File: src/rtl/common_pkg.sv
// common_pkg: CP0 types shared across the core.
package common_pkg;

    // CP0 Status fields the exception path needs; im[7:0] masks Cause.IP[7:0].
    typedef struct packed {
        logic [7:0] im;
        logic       bev;
        logic       erl;
        logic       exl;
        logic       ie;
    } cp0_status_t;

endpackage

File: src/rtl/exception_pkg.sv
// exception_pkg: exception codes, commit flags, CP0 record and FSM state for exception_ctrl.
package exception_pkg;

    typedef enum logic [4:0] {
        CODE_INT  = 5'h00,
        CODE_ADEL = 5'h04,
        CODE_ADES = 5'h05,
        CODE_SYS  = 5'h08,
        CODE_BP   = 5'h09,
        CODE_RI   = 5'h0A,
        CODE_OV   = 5'h0C
    } exc_code_t;

    typedef struct packed {
        logic adel_if;
        logic ri;
        logic ov;
        logic sys;
        logic bp;
        logic adel_ld;
        logic ades;
    } exc_flags_t;

    typedef struct packed {
        exc_code_t   code;
        logic [31:0] pc;
        logic        in_delay_slot;
        logic [31:0] badvaddr;
        logic        badvaddr_we;
    } exc_record_t;

    typedef enum logic {
        ST_IDLE     = 1'b0,
        ST_REDIRECT = 1'b1
    } exc_state_t;

    // Highest priority first; the fetch fault outranks decode/execute faults,
    // which outrank memory-stage faults.
    function automatic exc_code_t exc_code(input logic intr, input exc_flags_t f);
        return intr      ? CODE_INT  :
               f.adel_if ? CODE_ADEL :
               f.ri      ? CODE_RI   :
               f.ov      ? CODE_OV   :
               f.sys     ? CODE_SYS  :
               f.bp      ? CODE_BP   :
               f.adel_ld ? CODE_ADEL : CODE_ADES;
    endfunction

endpackage

File: src/rtl/int_sync.sv
// int_sync: per-bit multi-flop synchroniser for asynchronous level inputs.
// Ports: i_clk, i_reset (async, active-high), i_d[W] raw lines, o_q[W] synchronised lines.
module int_sync #(
    parameter int W     = 6,
    parameter int DEPTH = 2
) (
    input  logic         i_clk,
    input  logic         i_reset,
    input  logic [W-1:0] i_d,
    output logic [W-1:0] o_q
);

    logic [DEPTH-1:0][W-1:0] r_sync;

    always_ff @(posedge i_clk or posedge i_reset) begin
        if (i_reset) r_sync <= '0;
        else         r_sync <= {r_sync[DEPTH-2:0], i_d};
    end

    assign o_q = r_sync[DEPTH-1];

endmodule

File: src/rtl/exception_ctrl.sv
// exception_ctrl: commit-stage precise exception/interrupt/ERET controller with registered redirect.
// Ports: i_clk, i_reset (async, active-high); i_hw_int/i_sw_int/i_status interrupt sources and mask;
//   i_commit_* describe the committing instruction; i_epc current EPC; o_redirect_valid/o_redirect_pc
//   held until i_flush_ack; o_cp0_wr/o_cp0_clr_exl one-cycle CP0 update pulses with o_cp0_rec;
//   o_hw_int_sync feeds Cause.IP[7:2]; o_busy stalls commit while a redirect is outstanding.
module exception_ctrl
    import common_pkg::*;
    import exception_pkg::*;
#(
    parameter int          N_HWINT     = 6,
    parameter int          SYNC_STAGES = 2,
    parameter logic [31:0] BEV_BASE    = 32'hBFC0_0200,
    parameter logic [31:0] NORM_BASE   = 32'h8000_0000,
    parameter logic [11:0] VEC_OFFSET  = 12'h180
) (
    input  logic               i_clk,
    input  logic               i_reset,
    input  logic [N_HWINT-1:0] i_hw_int,
    input  logic [1:0]         i_sw_int,
    input  cp0_status_t        i_status,
    input  logic               i_commit_valid,
    input  logic [31:0]        i_commit_pc,
    input  logic               i_commit_in_delay_slot,
    input  logic [31:0]        i_commit_vaddr,
    input  exc_flags_t         i_commit_flags,
    input  logic               i_commit_eret,
    input  logic [31:0]        i_epc,
    output logic               o_redirect_valid,
    output logic [31:0]        o_redirect_pc,
    input  logic               i_flush_ack,
    output logic               o_cp0_wr,
    output logic               o_cp0_clr_exl,
    output exc_record_t        o_cp0_rec,
    output logic [N_HWINT-1:0] o_hw_int_sync,
    output logic               o_busy
);

    exc_state_t          r_state, w_next;
    logic [31:0]         r_redirect_pc;
    exc_record_t         r_rec;
    logic                r_wr, r_clr;
    logic [N_HWINT-1:0]  w_hw_sync;
    logic [N_HWINT+1:0]  w_ip;
    logic                w_int_pending, w_exc, w_idle_commit, w_take_exc, w_take_eret;
    logic                w_bv_we;
    exc_code_t           w_code;
    logic [31:0]         w_vector, w_badvaddr;

    int_sync #(.W(N_HWINT), .DEPTH(SYNC_STAGES)) u_sync (
        .i_clk   (i_clk),
        .i_reset (i_reset),
        .i_d     (i_hw_int),
        .o_q     (w_hw_sync)
    );

    assign w_ip          = {w_hw_sync, i_sw_int};
    assign w_int_pending = |(w_ip & i_status.im[N_HWINT+1:0]) & i_status.ie & ~i_status.exl & ~i_status.erl;
    assign w_exc         = |i_commit_flags;
    // Commit inputs are only looked at in IDLE; hazard logic stalls commit otherwise.
    assign w_idle_commit = (r_state == ST_IDLE) & i_commit_valid;
    assign w_take_exc    = w_idle_commit & (w_exc | w_int_pending);
    assign w_take_eret   = w_idle_commit & i_commit_eret & ~w_exc & ~w_int_pending;
    assign w_code        = exc_code(w_int_pending, i_commit_flags);
    assign w_bv_we       = (w_code == CODE_ADEL) | (w_code == CODE_ADES);
    // An ADEL that survives priority with adel_if set is the fetch fault, so the PC is the bad address.
    assign w_badvaddr    = !w_bv_we ? 32'h0 :
                           (~w_int_pending & i_commit_flags.adel_if) ? i_commit_pc : i_commit_vaddr;
    assign w_vector      = (i_status.bev ? BEV_BASE : NORM_BASE) + 32'(VEC_OFFSET);

    always_ff @(posedge i_clk or posedge i_reset) begin
        if (i_reset) r_state <= ST_IDLE;
        else         r_state <= w_next;
    end

    always_comb begin
        w_next = r_state;
        if (r_state == ST_IDLE) w_next = (w_take_exc | w_take_eret) ? ST_REDIRECT : ST_IDLE;
        else                    w_next = i_flush_ack ? ST_IDLE : ST_REDIRECT;
    end

    always_comb begin
        o_redirect_valid = (r_state == ST_REDIRECT);
        o_busy           = (r_state != ST_IDLE);
    end

    // Redirect target and CP0 record are captured on acceptance and held through REDIRECT.
    always_ff @(posedge i_clk or posedge i_reset) begin
        if (i_reset) begin
            r_redirect_pc <= '0;
            r_rec         <= '0;
            r_wr          <= 1'b0;
            r_clr         <= 1'b0;
        end else begin
            r_wr  <= w_take_exc;
            r_clr <= w_take_eret;
            if (w_take_exc) begin
                r_redirect_pc <= w_vector;
                r_rec         <= '{code: w_code, pc: i_commit_pc, in_delay_slot: i_commit_in_delay_slot,
                                   badvaddr: w_badvaddr, badvaddr_we: w_bv_we};
            end else if (w_take_eret) begin
                r_redirect_pc <= i_epc;
            end
        end
    end

    assign o_redirect_pc = r_redirect_pc;
    assign o_cp0_rec     = r_rec;
    assign o_cp0_wr      = r_wr;
    assign o_cp0_clr_exl = r_clr;
    assign o_hw_int_sync = w_hw_sync;

endmodule

File: config.mk
export PLATFORM = sky130hd
export DESIGN_NAME = exception_ctrl
export DESIGN_NICKNAME = d
export VERILOG_FILES = /design/src/rtl/common_pkg.sv /design/src/rtl/exception_pkg.sv /design/src/rtl/int_sync.sv /design/src/rtl/exception_ctrl.sv
export SDC_FILE = /design/constraint.sdc
export NUM_CORES = 1
export LEC_CHECK = 0
export CAP_MARGIN = 20
export CELL_PAD_IN_SITES_DETAIL_PLACEMENT = 1
export CELL_PAD_IN_SITES_GLOBAL_PLACEMENT = 2
export CORE_ASPECT_RATIO = 0.75
export CORE_MARGIN = 2
export CORE_UTILIZATION = 24
export CTS_CLUSTER_DIAMETER = 40
export CTS_CLUSTER_SIZE = 28
export DETAILED_ROUTE_END_ITERATION = 8
export HOLD_SLACK_MARGIN = 0.1
export PLACE_DENSITY_LB_ADDON = 0.05
export SYNTH_ARGS = -nofsm -noshare
export SYNTH_HDL_FRONTEND = slang
export SYNTH_SLANG_ARGS = --single-unit
File: constraint.sdc
create_clock -name i_clk -period 4 [get_ports i_clk]
set_input_delay 0.4 -clock i_clk [delete_from_list [all_inputs] [get_ports i_clk]]
set_output_delay 0.4 -clock i_clk [all_outputs]
set_load 0.02 [all_outputs]
Word level (Yosys, flattened, before mapping)

Cells that the tools add are included.

Register bits after elaboration: 118
Input bits: 129
Output and inout port bits: 113
Logic and storage cells: 50

Add/sub/neg operators: 1
Eq/ne operators: 2
Muxes and demuxes: 15
Bitwise logic cells: 18
Reduce and logical (&&, ||, !) cells: 3

Operators by type and width:

| kind                                                                  | count |
|---|---|
| 32-bit two-way mux                                                    | 4 |
| 32-bit by 9-bit adder with 32-bit output, second input constant       | 1 |
| 30-bit two-way mux                                                    | 1 |
| 4-bit two-way mux                                                     | 6 |
| 1-bit AND                                                             | 9 |
| 8-bit AND                                                             | 1 |
| 4-bit by 3-bit equality test with 1-bit output, second input constant | 2 |
| 8-bit OR reduction                                                    | 1 |
| 7-bit OR reduction                                                    | 1 |
| 1-bit NOT                                                             | 5 |
| 1-bit two-way mux                                                     | 4 |
| 1-bit OR                                                              | 3 |
| 2-bit nonzero test                                                    | 1 |

Longest topological paths before layout

Depth after elaboration: 10
Depth in mapped cells: 8

By module

A second synthesis with hierarchy kept.

Cell total of the unflattened synthesis: 367
Area, all modules: 4,804.6 µm²

Modules (own cells, without submodules):

| module         | instances | cells an instance | area an instance (µm²) |
|---|---|---|---|
| exception_ctrl | 1         | 348               | 4,455.5 |
| int_sync       | 1         | 19                | 349.1 |

Least setup slack after synthesis

OpenSTA, ideal clock, no wires.

Path type: input-to-reg
Start point: input port i_commit_flags[6] (netlist name)
End point: register r_rec, in the netlist o_cp0_rec[38]
Arrival: 1.634 ns
Slack: 2.241 ns
Stages on the path: 6
Cell sequence: clkbuf_1 > nor3_1 > nand2_2 > a2bb2oi_4 > buf_4 > mux2_2

Cells in the longest elaborated chain, start to end: 3

RTL lines:

| element              | line                 | source |
|---|---|---|
| start, declared      | exception_ctrl.sv:25 | `input exc_flags_t i_commit_flags,` |
| 7-bit OR reduction   | exception_ctrl.sv:58 | `assign w_exc = \|i_commit_flags;` |
| 1-bit OR             | exception_ctrl.sv:61 | `assign w_take_exc = w_idle_commit & (w_exc \| w_int_pending);` |
| 1-bit AND            | exception_ctrl.sv:61 |  |
| end signal, assigned | exception_ctrl.sv:98 | `r_rec <= '{code: w_code, pc: i_commit_pc, in_delay_slot: i_commit_in_delay_slot,` |
| end, declared        | exception_ctrl.sv:40 | `exc_record_t r_rec;` |

Every way passes these cells.
A chain may end at the register's enable or synchronous reset.

Worst setup path after layout

Start point: input port i_sw_int[0]
End point: register r_redirect_pc[23] (netlist: o_redirect_pc[23])

Cells in the longest elaborated chain, start to end: 8
Elaborated cells between the ends (all ways): 11

RTL lines:

| element                                                         | line                                       | source |
|---|---|---|
| start, declared                                                 | exception_ctrl.sv:19                       | `input logic [1:0] i_sw_int,` |
| 8-bit AND *                                                     | exception_ctrl.sv:57                       | `assign w_int_pending = \|(w_ip & i_status.im[N_HWINT+1:0]) & i_status.ie & ~i_status.exl & ~i_status.erl;` |
| 8-bit OR reduction *                                            | exception_ctrl.sv:57                       |  |
| 1-bit AND * (3 in a row)                                        | exception_ctrl.sv:57                       |  |
| 1-bit OR / 1-bit NOT (equally long branches)                    | exception_ctrl.sv:61, exception_ctrl.sv:62 |  |
| 1-bit AND, on equally long branches                             | exception_ctrl.sv:61, exception_ctrl.sv:62 |  |
| 32-bit two-way mux / 2-bit nonzero test (equally long branches) | -                                          |  |
| end signal, assigned                                            | exception_ctrl.sv:97                       | `r_redirect_pc <= w_vector;` |
| end signal, assigned                                            | exception_ctrl.sv:101                      | `r_redirect_pc <= i_epc;` |
| end, declared                                                   | exception_ctrl.sv:39                       | `logic [31:0] r_redirect_pc;` |

Every way passes the cells marked *; elsewhere a longest branch is shown, timed or not.

==> metrics.yaml <==
routing:
  wl_per_cell_um: 18.2
  drtIter0Drc: 145
  dr.pass1.iters: 4
  vias: 3994
  drcViolationCount: 0
  detail-route-antenna-nets: 0
  wl_um: 16300
  vias_per_cell: 4.47
global_route:
  grt_usage: 0.156
  grt.overflow.total: 0
  grt_max_degree: 70
  grt_pass1_vias: 4351
  antenna_found_initial: 0
  grt_pass1_wl_um: 25400
synthesis:
  syn-num-nets: 528
  ys_ff_latch: 117
  yosysUniqueCellTypes: 32
  ys_seq_area_frac: 0.607
  ys_warn_count: 0
  postSynthAreaPerCell_sq_um: 12.1
  synth_area_sq_um: 4830
  syn_inst: 399
clocking:
  postCtsSetupRepairBufs: 0
  cts_tree: "done"
  clock_latency_ns: 0.41
  h-tree-depth: 4
  cts.clk_slew.worst_paths_ns: 0.06
  clock_sinks: 117
  cts_made_buffers: 17
  cts_hold_buffers: 0
  cts_resized: 0
  cts_buffer_depth: 2
  root_buffer: "clkbuf_16"
worst_setup_path:
  critPathBufInv: 2
  worstPathRequired_ns: 4.29
  cp_top_family: "simple AND/OR/NAND/NOR gates"
  arrival_ns: 2.73
  crit_end: "o_redirect_pc[23]$_DFFE_PP0P_"
  r2r_cells: 6
  crit_type: "in2reg"
  startpoint_type: "primary input"
  worst-r2r-setup-slack_ns: 1.65
  path_cells: "clkdlybuf4s50_1 > a22oi_1 > and4_1 > nor2b_1 > o31ai_4 > buf_4 > a221o_1"
  slowest_stage: "nor2b_1"
  cpPeakStageDelay_ns: 0.77
  r2r_end: "o_redirect_pc[23]$_DFFE_PP0P_"
  r2r-start: "u_sync.o_q[1]$_DFF_PP0_"
  critPathCaptureType: "flop"
  crit_fanout: 30
  cp-startpoint: "i_sw_int[0]"
  cp.depth: 7
sta:
  hold_viol: 0
  rsz0062_at_grt: "no"
  drv_slew: 0
  setup_viol: 0
  maxSlewHeadroom: 0.350
  tns_ns: 0
  worst_pin_slew_ns: 0.972
  fmax_mhz: 408
  final.min_clock_period_ns: 2.45
  fin_worst_skew_ns: 0.00611
  fin_crit_sh: 0.612
outcome:
  status: "complete, no violations"
power_and_ir_drop:
  ir_drop_mv: 0.233
  power_mw: 4.05
  power.density_nw_per_um2: 504
  leakage_nw: 3.38
final_layout:
  area_growth_pct: 66.3
  finalInstanceArea_sq_um: 8030
  drive_gt1_frac: 0.128
  nNetsFinal: 757
  diodes: 0
  post-route-util: 0.411
placement:
  io_buffers: 240
  place_congestion: 0.714
  postPlaceCellArea_sq_um: 7410
  hpwlAfterDp_um: 11400
floorplan:
  die_w_um: 168
  placementRows: 44
  die_h_um: 127
  die-area_sq_um: 21300
  initial_core_util: 0.247
  core_area_sq_um: 19500
  io_pins: 242
worst_hold_path:
  hold_path.class: "reg2reg"
run:
  cap_violations: 0
cell type report:
type	count	area (sq um)
clock buffer	18	429
tap	253	317
multi-input combinational	236	1650
fill	2052	11500
sequential	117	2930
inverter	7	28.8
clock inverter	14	184
timing repair buffer	249	2490
where the power goes:
part | internal, mW | switching [mW] | leakage [nW] | total (mW)
Sequential | 1.35 | 0.0866 | 1.48 | 1.43
Clock | 1.04 | 0.559 | 0.292 | 1.60
Combinational | 0.532 | 0.484 | 1.62 | 1.02
kinds of logic after synthesis:
| kind of cell | count (synthesis) | synth area share |
|---|---|---|
| AOI/OAI and AO/OA | 108 | 0.175 |
| buffers and inverters | 46 | 0.0526 |
| DFF | 117 | 0.607 |
| muxes | 33 | 0.0770 |
| other | 1 | 0.000777 |
| and+or+nand+nor | 94 | 0.0876 |
registers in the layout (all words and copies together) (netlist names):
| register | count |
|---|---|
| u_sync.r_sync | 6 |
| u_sync.o_q | 6 |
| o_cp0_rec | 70 |
| o_busy | 1 |
| o_cp0_clr_exl | 1 |
| o_redirect_pc | 32 |
| o_cp0_wr | 1 |
stage by stage:
stage          std cells  hold slack [ns]  setup WS (ns)
5_1_grt              894            0.358           1.48
3_3_place_gp         862            0.333           1.22
2_1_floorplan        399            0.331          0.499
4_1_cts              894            0.349           1.58
6_report             894            0.346           1.55
3_5_place_dp         862            0.336           1.14
cell usage in the layout, fill, tap and decap left out, types with 2 or more instances in the layout:
cell             instances
clkdlybuf4s50_1        239
dfrtp_1                117
nand2_1                 73
a22o_1                  52
o21ai_0                 34
mux2_2                  33
clkbuf_16               17
a221o_1                  8
buf_4                    7
inv_1                    6
nand3_1                  6
clkinv_2                 5
a22oi_1                  4
clkinvlp_4               4
bufinv_16                4
nor2b_1                  3
nor2_1                   3
o41ai_1                  3
nor3_1                   2
buf_12                   2
metal layers:
metal	routed length, um	part of all wire	GRT usage	vias to the layer above
li1	-	-	-	1872
met1	7380	0.45	0.201	1957
met2	7350	0.45	0.242	152
met3	1390	0.085	0.0630	13
met4	167	0.010	0.0476	0
met5	0	0	0	-
Yosys cell counts:
| master | number | area (sq um) |
|---|---|---|
| nor2_1 | 3 | 11.3 |
| and4_1 | 1 | 8.76 |
| a2bb2oi_4 | 1 | 26.3 |
| o31ai_1 | 1 | 7.51 |
| o21a_1 | 1 | 7.51 |
| nor4_4 | 1 | 21.3 |
| o41ai_1 | 3 | 26.3 |
| nand2_2 | 1 | 6.26 |
| nor2b_1 | 3 | 18.8 |
| nor3b_4 | 1 | 18.8 |
| inv_1 | 7 | 26.3 |
| a21o_1 | 1 | 7.51 |
| a221o_1 | 8 | 80.1 |
| o31ai_4 | 1 | 21.3 |
| or2_2 | 1 | 6.26 |
| nand2_1 | 73 | 274 |
| a21oi_1 | 1 | 5.00 |
| nor3_1 | 2 | 10.0 |
| buf_2 | 8 | 40.0 |
| nor3b_1 | 1 | 7.51 |
| a22o_1 | 52 | 455 |
| buf_4 | 13 | 97.6 |
| dfrtp_1 | 117 | 2930 |
| buf_6 | 3 | 33.8 |
| o21ai_0 | 34 | 170 |
| mux2_2 | 33 | 372 |
| nor3_2 | 1 | 10.0 |
| conb_1 | 1 | 3.75 |
| clkbuf_1 | 15 | 56.3 |
| nand3_1 | 6 | 30.0 |
| a221oi_1 | 1 | 8.76 |
| a22oi_1 | 4 | 30.0 |
worst min-delay path by stage:
stage	startpoint	endpoint	slack, ns	cells past startpoint
final	u_sync.r_sync[5]$_DFF_PP0_	u_sync.o_q[5]$_DFF_PP0_	0.35	0
after global routing	u_sync.r_sync[3]$_DFF_PP0_	u_sync.o_q[3]$_DFF_PP0_	0.36	0
after CTS	u_sync.r_sync[5]$_DFF_PP0_	u_sync.o_q[5]$_DFF_PP0_	0.35	0
after detailed placement	u_sync.r_sync[5]$_DFF_PP0_	u_sync.o_q[5]$_DFF_PP0_	0.34	0
after global placement	u_sync.r_sync[5]$_DFF_PP0_	u_sync.o_q[5]$_DFF_PP0_	0.33	0
after floorplan	u_sync.r_sync[0]$_DFF_PP0_	u_sync.o_q[0]$_DFF_PP0_	0.33	0
No activity file was read; power rests on OpenSTA's default activity.
